**src/rtl/rr_arb_mux_pkg.sv**
```systemverilog
// Shared constants for the arbitrating multiplexer.
package rr_arb_mux_pkg;

  localparam logic [1:0] MODE_RR     = 2'b00;
  localparam logic [1:0] MODE_FIXED  = 2'b01;
  localparam logic [1:0] MODE_FORCED = 2'b10;

endpackage : rr_arb_mux_pkg

```
**src/rtl/rr_arb_mux_grant.sv**
```systemverilog
// Combinational rotate-priority picker. With rotate_en=0 the search starts
// at index 0, which makes it a plain lowest-index-wins picker.
module rr_grant #(
  parameter int NUM_CH    = 4,
  parameter int SEL_WIDTH = 2
) (
  input  logic [NUM_CH-1:0]    req,
  input  logic [SEL_WIDTH-1:0] start,
  input  logic                 rotate_en,
  output logic                 grant_valid,
  output logic [SEL_WIDTH-1:0] grant_idx
);

  // Walk offsets from farthest to nearest so the closest requester wins.
  always_comb begin
    int base;
    int idx;
    grant_valid = 1'b0;
    grant_idx   = '0;
    base        = rotate_en ? int'(start) : 0;
    if (base >= NUM_CH) base = 0;
    idx = 0;
    for (int k = NUM_CH - 1; k >= 0; k--) begin
      idx = base + k;
      if (idx >= NUM_CH) idx = idx - NUM_CH;
      if (req[idx]) begin
        grant_valid = 1'b1;
        grant_idx   = SEL_WIDTH'(idx);
      end
    end
  end

endmodule : rr_grant

```
**src/rtl/rr_arb_mux.sv**
```systemverilog
// N-channel arbitrating mux: round-robin / fixed / forced grant feeding a
// one-entry registered output slot with valid/ready on both sides.
module rr_arb_mux
  import rr_arb_mux_pkg::*;
#(
  parameter int NUM_CH     = 4,
  parameter int DATA_WIDTH = 32,
  parameter int SEL_WIDTH  = 2
) (
  input  logic                         clk,
  input  logic                         rst_n,
  input  logic [NUM_CH*DATA_WIDTH-1:0] in_data,
  input  logic [NUM_CH-1:0]            in_valid,
  output logic [NUM_CH-1:0]            in_ready,
  input  logic [1:0]                   mode,
  input  logic [SEL_WIDTH-1:0]         sel,
  output logic [DATA_WIDTH-1:0]        out_data,
  output logic                         out_valid,
  input  logic                         out_ready,
  output logic [SEL_WIDTH-1:0]         out_sel
);

  logic [DATA_WIDTH-1:0] out_data_q, out_data_d;
  logic                  out_valid_q, out_valid_d;
  logic [SEL_WIDTH-1:0]  out_sel_q, out_sel_d;
  logic [SEL_WIDTH-1:0]  rr_ptr_q, rr_ptr_d;

  logic                  slot_free;
  logic                  pick_valid;
  logic [SEL_WIDTH-1:0]  pick_idx;
  logic                  forced_hit;
  logic                  grant_valid;
  logic [SEL_WIDTH-1:0]  grant_idx;
  logic [DATA_WIDTH-1:0] win_data;
  logic                  xfer;

  assign slot_free = !out_valid_q || out_ready;

  rr_grant #(
    .NUM_CH   (NUM_CH),
    .SEL_WIDTH(SEL_WIDTH)
  ) u_grant (
    .req        (in_valid),
    .start      (rr_ptr_q),
    .rotate_en  (mode == MODE_RR),
    .grant_valid(pick_valid),
    .grant_idx  (pick_idx)
  );

  // Forced select: out-of-range sel never matches, so it simply grants nobody.
  always_comb begin
    forced_hit = 1'b0;
    for (int i = 0; i < NUM_CH; i++) begin
      if (sel == SEL_WIDTH'(i) && in_valid[i]) forced_hit = 1'b1;
    end
  end

  // Mode override, one-hot ready and winning payload select.
  always_comb begin
    if (mode == MODE_FORCED) begin
      grant_valid = forced_hit;
      grant_idx   = sel;
    end else begin
      grant_valid = pick_valid;
      grant_idx   = pick_idx;
    end
    xfer     = grant_valid && slot_free && rst_n;
    in_ready = '0;
    win_data = '0;
    for (int i = 0; i < NUM_CH; i++) begin
      if (grant_idx == SEL_WIDTH'(i)) begin
        in_ready[i] = xfer;
        win_data    = in_data[i*DATA_WIDTH +: DATA_WIDTH];
      end
    end
  end

  // Next state of the output slot and the round-robin pointer.
  always_comb begin
    out_data_d  = out_data_q;
    out_sel_d   = out_sel_q;
    out_valid_d = out_valid_q;
    rr_ptr_d    = rr_ptr_q;
    if (xfer) begin
      out_data_d  = win_data;
      out_sel_d   = grant_idx;
      out_valid_d = 1'b1;
      if (mode == MODE_RR)
        rr_ptr_d = (grant_idx == SEL_WIDTH'(NUM_CH - 1)) ? '0 : grant_idx + 1'b1;
    end else if (slot_free) begin
      out_valid_d = 1'b0;
    end
  end

  // Output slot and pointer registers; reset drops any held word at once.
  always_ff @(posedge clk or negedge rst_n) begin
    if (!rst_n) begin
      out_data_q  <= '0;
      out_sel_q   <= '0;
      out_valid_q <= 1'b0;
      rr_ptr_q    <= '0;
    end else begin
      out_data_q  <= out_data_d;
      out_sel_q   <= out_sel_d;
      out_valid_q <= out_valid_d;
      rr_ptr_q    <= rr_ptr_d;
    end
  end

  assign out_data  = out_data_q;
  assign out_valid = out_valid_q;
  assign out_sel   = out_sel_q;

endmodule : rr_arb_mux

```
**config.mk**
```make
export PLATFORM = sky130hd
export DESIGN_NAME = rr_arb_mux
export DESIGN_NICKNAME = d
export VERILOG_FILES = /design/src/rtl/rr_arb_mux_pkg.sv /design/src/rtl/rr_arb_mux_grant.sv /design/src/rtl/rr_arb_mux.sv
export SDC_FILE = /design/constraint.sdc
export NUM_CORES = 1
export LEC_CHECK = 0
export CAP_MARGIN = 20
export CORE_MARGIN = 2
export CORE_UTILIZATION = 37
export DETAILED_ROUTE_END_ITERATION = 6
export GPL_TIMING_DRIVEN = 1
export HOLD_SLACK_MARGIN = 0.1
export PLACE_DENSITY = 0.81
export SLEW_MARGIN = 15
export SYNTH_ARGS = -nofsm -noshare
export SYNTH_HDL_FRONTEND = slang
export SYNTH_HIERARCHICAL = 1
export SYNTH_SLANG_ARGS = --single-unit
```
**constraint.sdc**
```tcl
create_clock -name clk -period 3.1 [get_ports clk]
set_input_delay 0.62 -clock clk [delete_from_list [all_inputs] [get_ports clk]]
set_output_delay 0.62 -clock clk [all_outputs]
set_load 0.005 [all_outputs]
```
Yosys cells after proc, flatten, opt, wreduce, memory -nomap -nowiden. Cells that the tools add are included.

Flip-flop bits (word level): 37. Bits in latches: 0. Memory bits (writable): 0. ROM bits: 0. Input bits: 139. Output and inout port bits: 39. Logic and storage cells: 84. Memories kept: 0.

Add/subtract/negate cells: 8. $mul: 0. Divide/modulo/power cells: 0. $lt $le $gt $ge: 9. Equality and inequality tests: 7. Shifts and indexed selects: 0. Muxes and demuxes: 43. Bitwise operators: 0. Reduce and logical (&&, ||, !) cells: 13.

Operator list (number): $mux W32 (9); $ge A32 B4 Y1 const B (5); $lt A32 B4 Y1 const B (4); $sub A32 B4 Y32 const B (4); $add A32 B3 Y32 const B (2); $add A32 B2 Y32 const B (1); $mux W1 (23); $mux W2 (7); $eq A2 B2 Y1 const B (5); $bmux W1 S2 (4); $logic_and A1 B1 Y1 (6); $logic_not A2 Y1 (3); $eq A2 B1 Y1 const B (2); $add A2 B1 Y2 const B (1); $reduce_and A2 Y1 (1); $reduce_bool A2 Y1 (1); $logic_not A1 Y1 (1); $logic_or A1 B1 Y1 (1).

Longest topological paths before layout. Gate-level depths: netlist (run 1).

Depth after elaboration: 20. Mapped depth: 13. Gate-level depth less buffers: 11.

Cells and area by module. Netlist (run 1), hierarchy kept.

Modules (own cells, without submodules): rr_arb_mux (instances 1, cells an instance 322, area each 2675.1 um^2, sequential area each 925.9 um^2); rr_grant (instances 1, cells an instance 18, area each 108.9 um^2, sequential area each 0.0 um^2).

Worst setup path after synthesis (run 1). OpenSTA, ideal clock, no wires.

Path kind: input to output. From: input mode[1]. To: output in_ready[3]. Data arrival time: 2333 ps. Data required time: 2480 ps. Path slack: 147 ps. Stages on the path: 10. Buffers on the path: 2. Cells stage by stage: nor2_1 -> o221ai_1 -> a21oi_1 -> nand2_1 -> and2_1 -> inv_1 -> ha_1 -> clkbuf_1 -> clkbuf_1 -> and2_1.

Elaborated cells between the ends (all ways): 46. Those cells by class: add/sub (7); order compare (5); eq/ne (2); mux (29); reduce/logical (3).

RTL lines: from (decl) (RTL line rr_arb_mux.sv:15) `input logic [1:0] mode,`; $logic_not A2 Y1 (*) (RTL line rr_arb_mux.sv:45) `.rotate_en (mode == MODE_RR),`; $mux W2 (*) (RTL line rr_arb_mux_grant.sv:20) `base = rotate_en ? int'(start) : 0;`; $ge A32 B4 Y1 (RTL line rr_arb_mux_grant.sv:21) `if (base >= NUM_CH) base = 0;`; $mux W32 (*) (RTL line rr_arb_mux_grant.sv:21); $add A32 B3 Y32 (RTL line rr_arb_mux_grant.sv:24) `idx = base + k;`; $sub A32 B4 Y32 / $ge A32 B4 Y1 (equally long branches) (RTL line rr_arb_mux_grant.sv:25) `if (idx >= NUM_CH) idx = idx - NUM_CH;`; $mux W32 (RTL line rr_arb_mux_grant.sv:25); $bmux W1 S2 (RTL line rr_arb_mux_grant.sv:26) `if (req[idx]) begin`; $mux W1 (implied by the code) (2 in a row) (RTL line rr_arb_mux_grant.sv:26); $mux W2 (3 in a row) (RTL line rr_arb_mux_grant.sv:26); $mux W2 (*) (RTL line rr_arb_mux_grant.sv:26); named net pick_idx[1] (RTL line rr_arb_mux.sv:30) `logic [SEL_WIDTH-1:0] pick_idx;`; $mux W2 (*) (RTL line rr_arb_mux.sv:60) `if (mode == MODE_FORCED) begin`; named net grant_idx[1] (RTL line rr_arb_mux.sv:33) `logic [SEL_WIDTH-1:0] grant_idx;`; $eq A2 B2 Y1 (*) (RTL line rr_arb_mux.sv:71) `if (grant_idx == SEL_WIDTH'(i)) begin`; $mux W1 (*) (RTL line rr_arb_mux.sv:71); to (decl) (RTL line rr_arb_mux.sv:14) `output logic [NUM_CH-1:0] in_ready,`.

The timed path passes the listed nets; every way through them passes the cells marked *. The select of a mux whose other input is x is not followed.

Final worst setup path (run 1).
From: input mode[0]. To: output in_ready[3].

Same word-level chain as after synthesis.

==> impl_metrics.ini, run 1 <==
[sta]
report.final.setup_viol = 1
hold_viol = 0
fin_ws_ns = -0.0370
slew_headroom_pct = 57.3
fin_crit_sh_pct = 101
fmax_ghz = 0.319
fin_skew_ns = 0.00510
final_max_slew_viol_count = 0
min_period_ns = 3.14
max_slew.worst_pin.slew_ns = 0.640
rsz0062_at_grt = yes
hold_ws_ns = 0.402
setup-tns-final_ns = -0.0370

[route]
ant_nets = 0
drtPass1Iterations = 4
via_per_inst = 5.20
post_drt_wl_per_cell_um = 16.3
drt-total-wl_um = 10000
dr_total_vias = 3186
drt_iter0_markers = 105
drc = 0

[synth]
synth_compound_area_share_pct = 30.1
synthSimpleGateAreaFrac_pct = 9.35
ys_ff_latch = 37
synth_mux_area_share_pct = 15.9
synthTopCellsByArea = dfrtp_1 (33%), mux2_2 (12%), a21oi_1 (12%)
synth_fa_ha_area_share_pct = 1.80
synth_xor_area_share_pct = 0
synthDistinctLibCells = 33
netlist_area_um2 = 2780
synth_nets = 483
ys_seq_area_share_pct = 33.3
avgSynthCellArea_um2 = 8.19
synthArstFlopShare_pct = 100
yosys.area.top_type_share_pct = 33.3
yosysWarnings = 6
synth.largest_area_cell = dfrtp_1
syn_inst = 340
synth_top_family_by_area = compound AO/OA/AOI/OAI gates
synth_edf_count = 0
synthFlopType = dfrtp_1

[die]
placementRows = 31
die_h_um = 90.7
core_area_um2 = 7250
ios = 178
die_w_um = 90.7
die-area_um2 = 8230
start_util_pct = 38.4

[setup_path]
crit_buf_inv = 2
arrival_ns = 2.52
start_kind = input port
worstPathMaxFanout = 4
crit_chain = dlygate4sd2_1 > nor2_4 > nand2_2 > o211a_1 > o22ai_1 > mux2_4 > ha_2 > and2_1 > clkdlybuf4s50_1
crit_path_top_delay_cell = clkdlybuf4s50_1
worst_setup_path_end_kind = output port
worstPathRequired_ns = 2.48
crit_family = buffers and inverters
slowest_delay_ns = 0.50
crit_type = input port to output port

[global_routing]
grt_max_degree = 65
grt_pass1_wl_um = 15700
overflow = 0
grt_pass1_vias = 3325
antenna_found_initial = 0
grt_use_total_pct = 23.4

[placed_design]
dpl_cell_area_um2 = 4700
dpl.hpwl_um = 7420
portBuffers = 177
placed_cells = 603
post-place-ws_ns = -0.443
globalplace.congestion = 0.990

[clock_network]
cts_tree = yes
clk_pin_slew_worst_paths_ns = 0.08
cts_num_sinks = 37
ctsLongestPathBuffers = 2
insertion_delay_ns = 0.28
cts_root_buf = clkbuf_8
cts_max_level = 2
numCtsBuffers = 5

[cells_and_area]
layout_commonest_cell = clkdlybuf4s50_1
drive_gt1_share_pct = 14.6
layout_common_cells = clkdlybuf4s50_1 (166), a21oi_1 (65), nand2_1 (37), dfrtp_1 (37)
final_cell_count_no_fill = 613
antenna_cells = 0
final_cell_area_um2 = 4830
n_fill_cell = 618
fin_nets = 656
layout-area-overhead-vs-synth_pct = 73.6

[status]
violations = setup timing
run_status = finished with violations

[power]
ir_worst_vdd_mv = 0.249
p_leak_nw = 2.13
p_per_area_nw_per_um2 = 496

[worst_hold_path]
hold_path_class = input port to asynchronous set/reset pin

[flow_run]
cap_viol_max_count = 0
[synth_stat cells (5+ instances only)]
| cell | n |
|---|---|
| a21oi_1 | 66 |
| dfrtp_1 | 37 |
| nand2_1 | 37 |
| inv_1 | 35 |
| o21ai_0 | 34 |
| a22o_1 | 32 |
| mux2_2 | 30 |
| clkbuf_1 | 19 |
| and2_1 | 5 |
| buf_1 | 5 |
| mux2_4 | 5 |
| nand2b_1 | 5 |
[kinds of logic after synthesis]
| kind of cell | after synthesis |
|---|---|
| AOI/OAI and AO/OA | 139 |
| buffers and inverters | 64 |
| and+or+nand+nor | 58 |
| muxes | 38 |
| DFF | 37 |
| adders and majority gates | 4 |
[power by group]
group          total, mW  internal (mW)  switching, mW  leakage [nW]
Sequential         0.768          0.661          0.107         0.459
Combinational       1.25          0.789          0.466          1.62
Clock              0.374          0.201          0.173        0.0542
[flip-flops by register name (all words and copies together), names as in the netlist]
signal,flops
out_sel,2
out_valid,1
out_data,32
rr_ptr_q,2
[routing by layer]
metal / up-vias / track usage [%] / routed length (um)
li1: 1530 / - / -
met3: 20 / 7.18 / 706
met2: 136 / 44.3 / 5270
met4: 0 / 6.79 / 180
met5: - / 0 / 0
met1: 1500 / 24.7 / 3840
[area by class of cell]
cell class / instances / area, um^2 / area share (%)
Sequential cell: 37 / 926 / 19.2
Timing Repair Buffer: 195 / 1920 / 39.7
Clock inverter: 1 / 5.00 / 0.104
Inverter: 35 / 131 / 2.72
Clock buffer: 7 / 96.3 / 1.99
Tap cell: 99 / 124 / 2.56
Multi-Input combinational cell: 239 / 1630 / 33.7
[stage by stage]
| stage | power [mW] | util (%) |
|---|---|---|
| after global placement | 1.98 | 64.8 |
| after detailed placement | 2.02 | 64.8 |
| after CTS | 2.41 | 66.4 |
| after global routing | 2.54 | 66.6 |
| final | 2.40 | 66.6 |
| after floorplan | 1.31 | - |
[final timing paths]
| kind | endpoint | start | slack, ns | depth (start not counted) |
|---|---|---|---|---|
| max | in_ready[3] | mode[0] | -0.04 | 9 |
| min | out_valid | rst_n | 0.40 | 2 |
| max reg2reg | out_data[25] | rr_ptr_q[0] | 0.40 | 13 |
| min reg2reg | out_data[23] | out_data[23] | 0.51 | 1 |
| max in group asynchronous | out_data[5] | rst_n | 2.35 | 2 |
| min in group clk | out_data[23] | out_data[23] | 0.51 | 1 |
[repair_timing]
item / in CTS / in global routing
setup endpoints to repair: 36 / 2
hold buffers: 0 / 0
buffers inserted: 1 / 1
pin swaps: 3 / 0
cloned: 0 / 0
gates resized for setup: 16 / 4
Power figures use the tool's default switching activity.
==> run 2, diff against run 1 <==
--- a/config.mk
+++ b/config.mk
@@ -6,7 +6,7 @@
 export NUM_CORES = 1
 export LEC_CHECK = 0
 export CAP_MARGIN = 20
-export CORE_MARGIN = 2
+export CORE_MARGIN = 8
 export CORE_UTILIZATION = 37
 export DETAILED_ROUTE_END_ITERATION = 6
 export GPL_TIMING_DRIVEN = 1
==> run 2 against run 1 <==
Effect of this change:
- the flow now finishes without violations
- clock skew barely moved
- hold slack got worse by 0.0052 ns
- total power fell by 1.6%
- maximum frequency rose by 5.5%
- global-route usage fell by 3.6 points
- count of clock-buffer cells in the layout did not move
- combinational power barely moved
- sequential cell count did not move
- die area rose by 28%
- core utilization fell by 0.35 points
- critical path type unchanged
==> impl_metrics.ini, run 2 (synthesized netlist as in run 1, its figures left out) <==
[route]
drt_iter0_markers = 113
dr_total_vias = 3135
drtPass1Iterations = 4
via_per_inst = 5.09
ant_nets = 0
drc = 0
drt-total-wl_um = 10600
post_drt_wl_per_cell_um = 17.2

[sta]
final_max_slew_viol_count = 0
min_period_ns = 2.97
hold_ws_ns = 0.397
hold_viol = 0
fmax_ghz = 0.336
report.final.setup_viol = 0
max_slew.worst_pin.slew_ns = 0.644
fin_skew_ns = 0.00525
fin_crit_sh_pct = 95.9
rsz0062_at_grt = no
slew_headroom_pct = 57.0

[die]
core_area_um2 = 7250
die-area_um2 = 10600
die_w_um = 103
ios = 178
die_h_um = 103
start_util_pct = 38.4
placementRows = 31

[power]
power.internal_mw = 1.62
p_per_area_nw_per_um2 = 491
p_clk_share_pct = 14.2
switchingPower_uw = 736
p_seq_share_pct = 32.3
ir_worst_vdd_mv = 0.199
p_leak_nw = 2.14
power_switching_share_pct = 31.2
p_comb_share_pct = 53.5

[worst_hold_path]
hold_path_class = input port to asynchronous set/reset pin

[global_routing]
overflow = 0
antenna_found_initial = 0
grt_use_total_pct = 19.8
grt_max_degree = 65
grt_pass1_wl_um = 16300
grt_pass1_vias = 3231

[placed_design]
globalplace.congestion = 0.882
portBuffers = 177
dpl.hpwl_um = 8200
placed_cells = 603

[flow_run]
cap_viol_max_count = 0

[cells_and_area]
largest_reg_flops = 32
layout_commonest_cell = clkdlybuf4s50_1
antenna_cells = 0
drive_gt1_share_pct = 14.5
fin_nets = 660
final_util_pct = 66.3
n_fill_cell = 619
layout-area-overhead-vs-synth_pct = 72.7
layout_common_cells = clkdlybuf4s50_1 (165), a21oi_1 (66), nand2_1 (37), dfrtp_1 (37)
final_cell_count_no_fill = 616

[clock_network]
ctsLongestPathBuffers = 2
numCtsBuffers = 5
cts_root_buf = clkbuf_8
cts_num_sinks = 37
cts_max_level = 2
cts_hold_buf = 0
clk_pin_slew_worst_paths_ns = 0.07
cts_tree = yes
insertion_delay_ns = 0.28

[setup_path]
start_kind = input port
crit_type = input port to output port
ff2ff_setup_slack_ns = 0.40
arrival_ns = 2.35
worstPathMaxFanout = 4
worst_setup_path_end_kind = output port
worstPathRequired_ns = 2.48

[status]
run_status = completed
==> run 2: changes by cell type in the layout (fill, tap and decap cells not counted), sizes merged <==
cell / delta
buf: +4
clkbuf: +1
clkdlybuf4s50: -1
clkinv: -1
==> run 2: power by group through the flow <==
stage / clock (mW) / combinational [mW] / sequential (mW)
floorplan: 0 / 0.538 / 0.776
global placement: 0 / 1.24 / 0.756
detailed placement: 0 / 1.26 / 0.769
CTS: 0.350 / 1.27 / 0.762
global route: 0.371 / 1.37 / 0.788
finish: 0.335 / 1.26 / 0.761
==> run 2: repair_timing <==
| item | CTS | global route |
|---|---|---|
| setup endpoints to repair | 36 | 3 |
| setup buffers | 5 | 1 |
| pin swaps | 4 | 2 |
| resized for setup | 15 | 5 |
==> run 2: per-layer routing <==
| metal | track usage, % | vias to the layer above | wire length (um) |
|---|---|---|---|
| met2 | 35.9 | 115 | 5490 |
| met3 | 6.82 | 10 | 818 |
| li1 | - | 1548 | - |
| met1 | 21.6 | 1462 | 4190 |
| met4 | 4.56 | 0 | 117 |
| met5 | 0 | - | 0 |
==> run 2: worst paths after layout <==
check / from / to / cells past startpoint
min: rst_n / rr_ptr_q[0] / 2
min reg2reg: out_data[14] / out_data[14] / 1
max: mode[0] / in_ready[0] / 11
min in group clk: out_data[14] / out_data[14] / 1
max reg2reg: rr_ptr_q[0] / out_data[22] / 11
max in group asynchronous: rst_n / out_data[8] / 2
==> run 2: critical path: stages <==
cell and delay [ns]:
clkdlybuf4s15_1 0.23, nor2_4 0.15, nand2_2 0.07, o211a_1 0.21
o22ai_1 0.15, mux2_4 0.17, buf_4 0.11, inv_1 0.05
ha_1 0.18, and2_1 0.14, dlygate4sd2_1 0.26
==> run 2: metrics by stage <==
| step | setup WS (ns) | power (mW) | setup TNS, ns | area [um^2] |
|---|---|---|---|---|
| 2_1_floorplan | 0.147 | 1.31 | 0 | 2780 |
| 3_3_place_gp | -0.358 | 1.99 | -11.14 | 4670 |
| 3_5_place_dp | -0.475 | 2.03 | -15.69 | 4670 |
| 4_1_cts | 0.000694 | 2.39 | 0 | 4800 |
| 5_1_grt | 0.00742 | 2.53 | 0 | 4810 |
| 6_report | 0.127 | 2.36 | 0 | 4810 |
==> run 2: cell type report <==
type | count | area (um^2) | share of cell area [%]
flip-flops and latches | 37 | 926 | 19.3
inverters | 35 | 131 | 2.73
repair buffers | 199 | 1920 | 39.9
clock buffers | 7 | 86.3 | 1.80
multi-input cells | 239 | 1620 | 33.7
well taps | 99 | 124 | 2.58
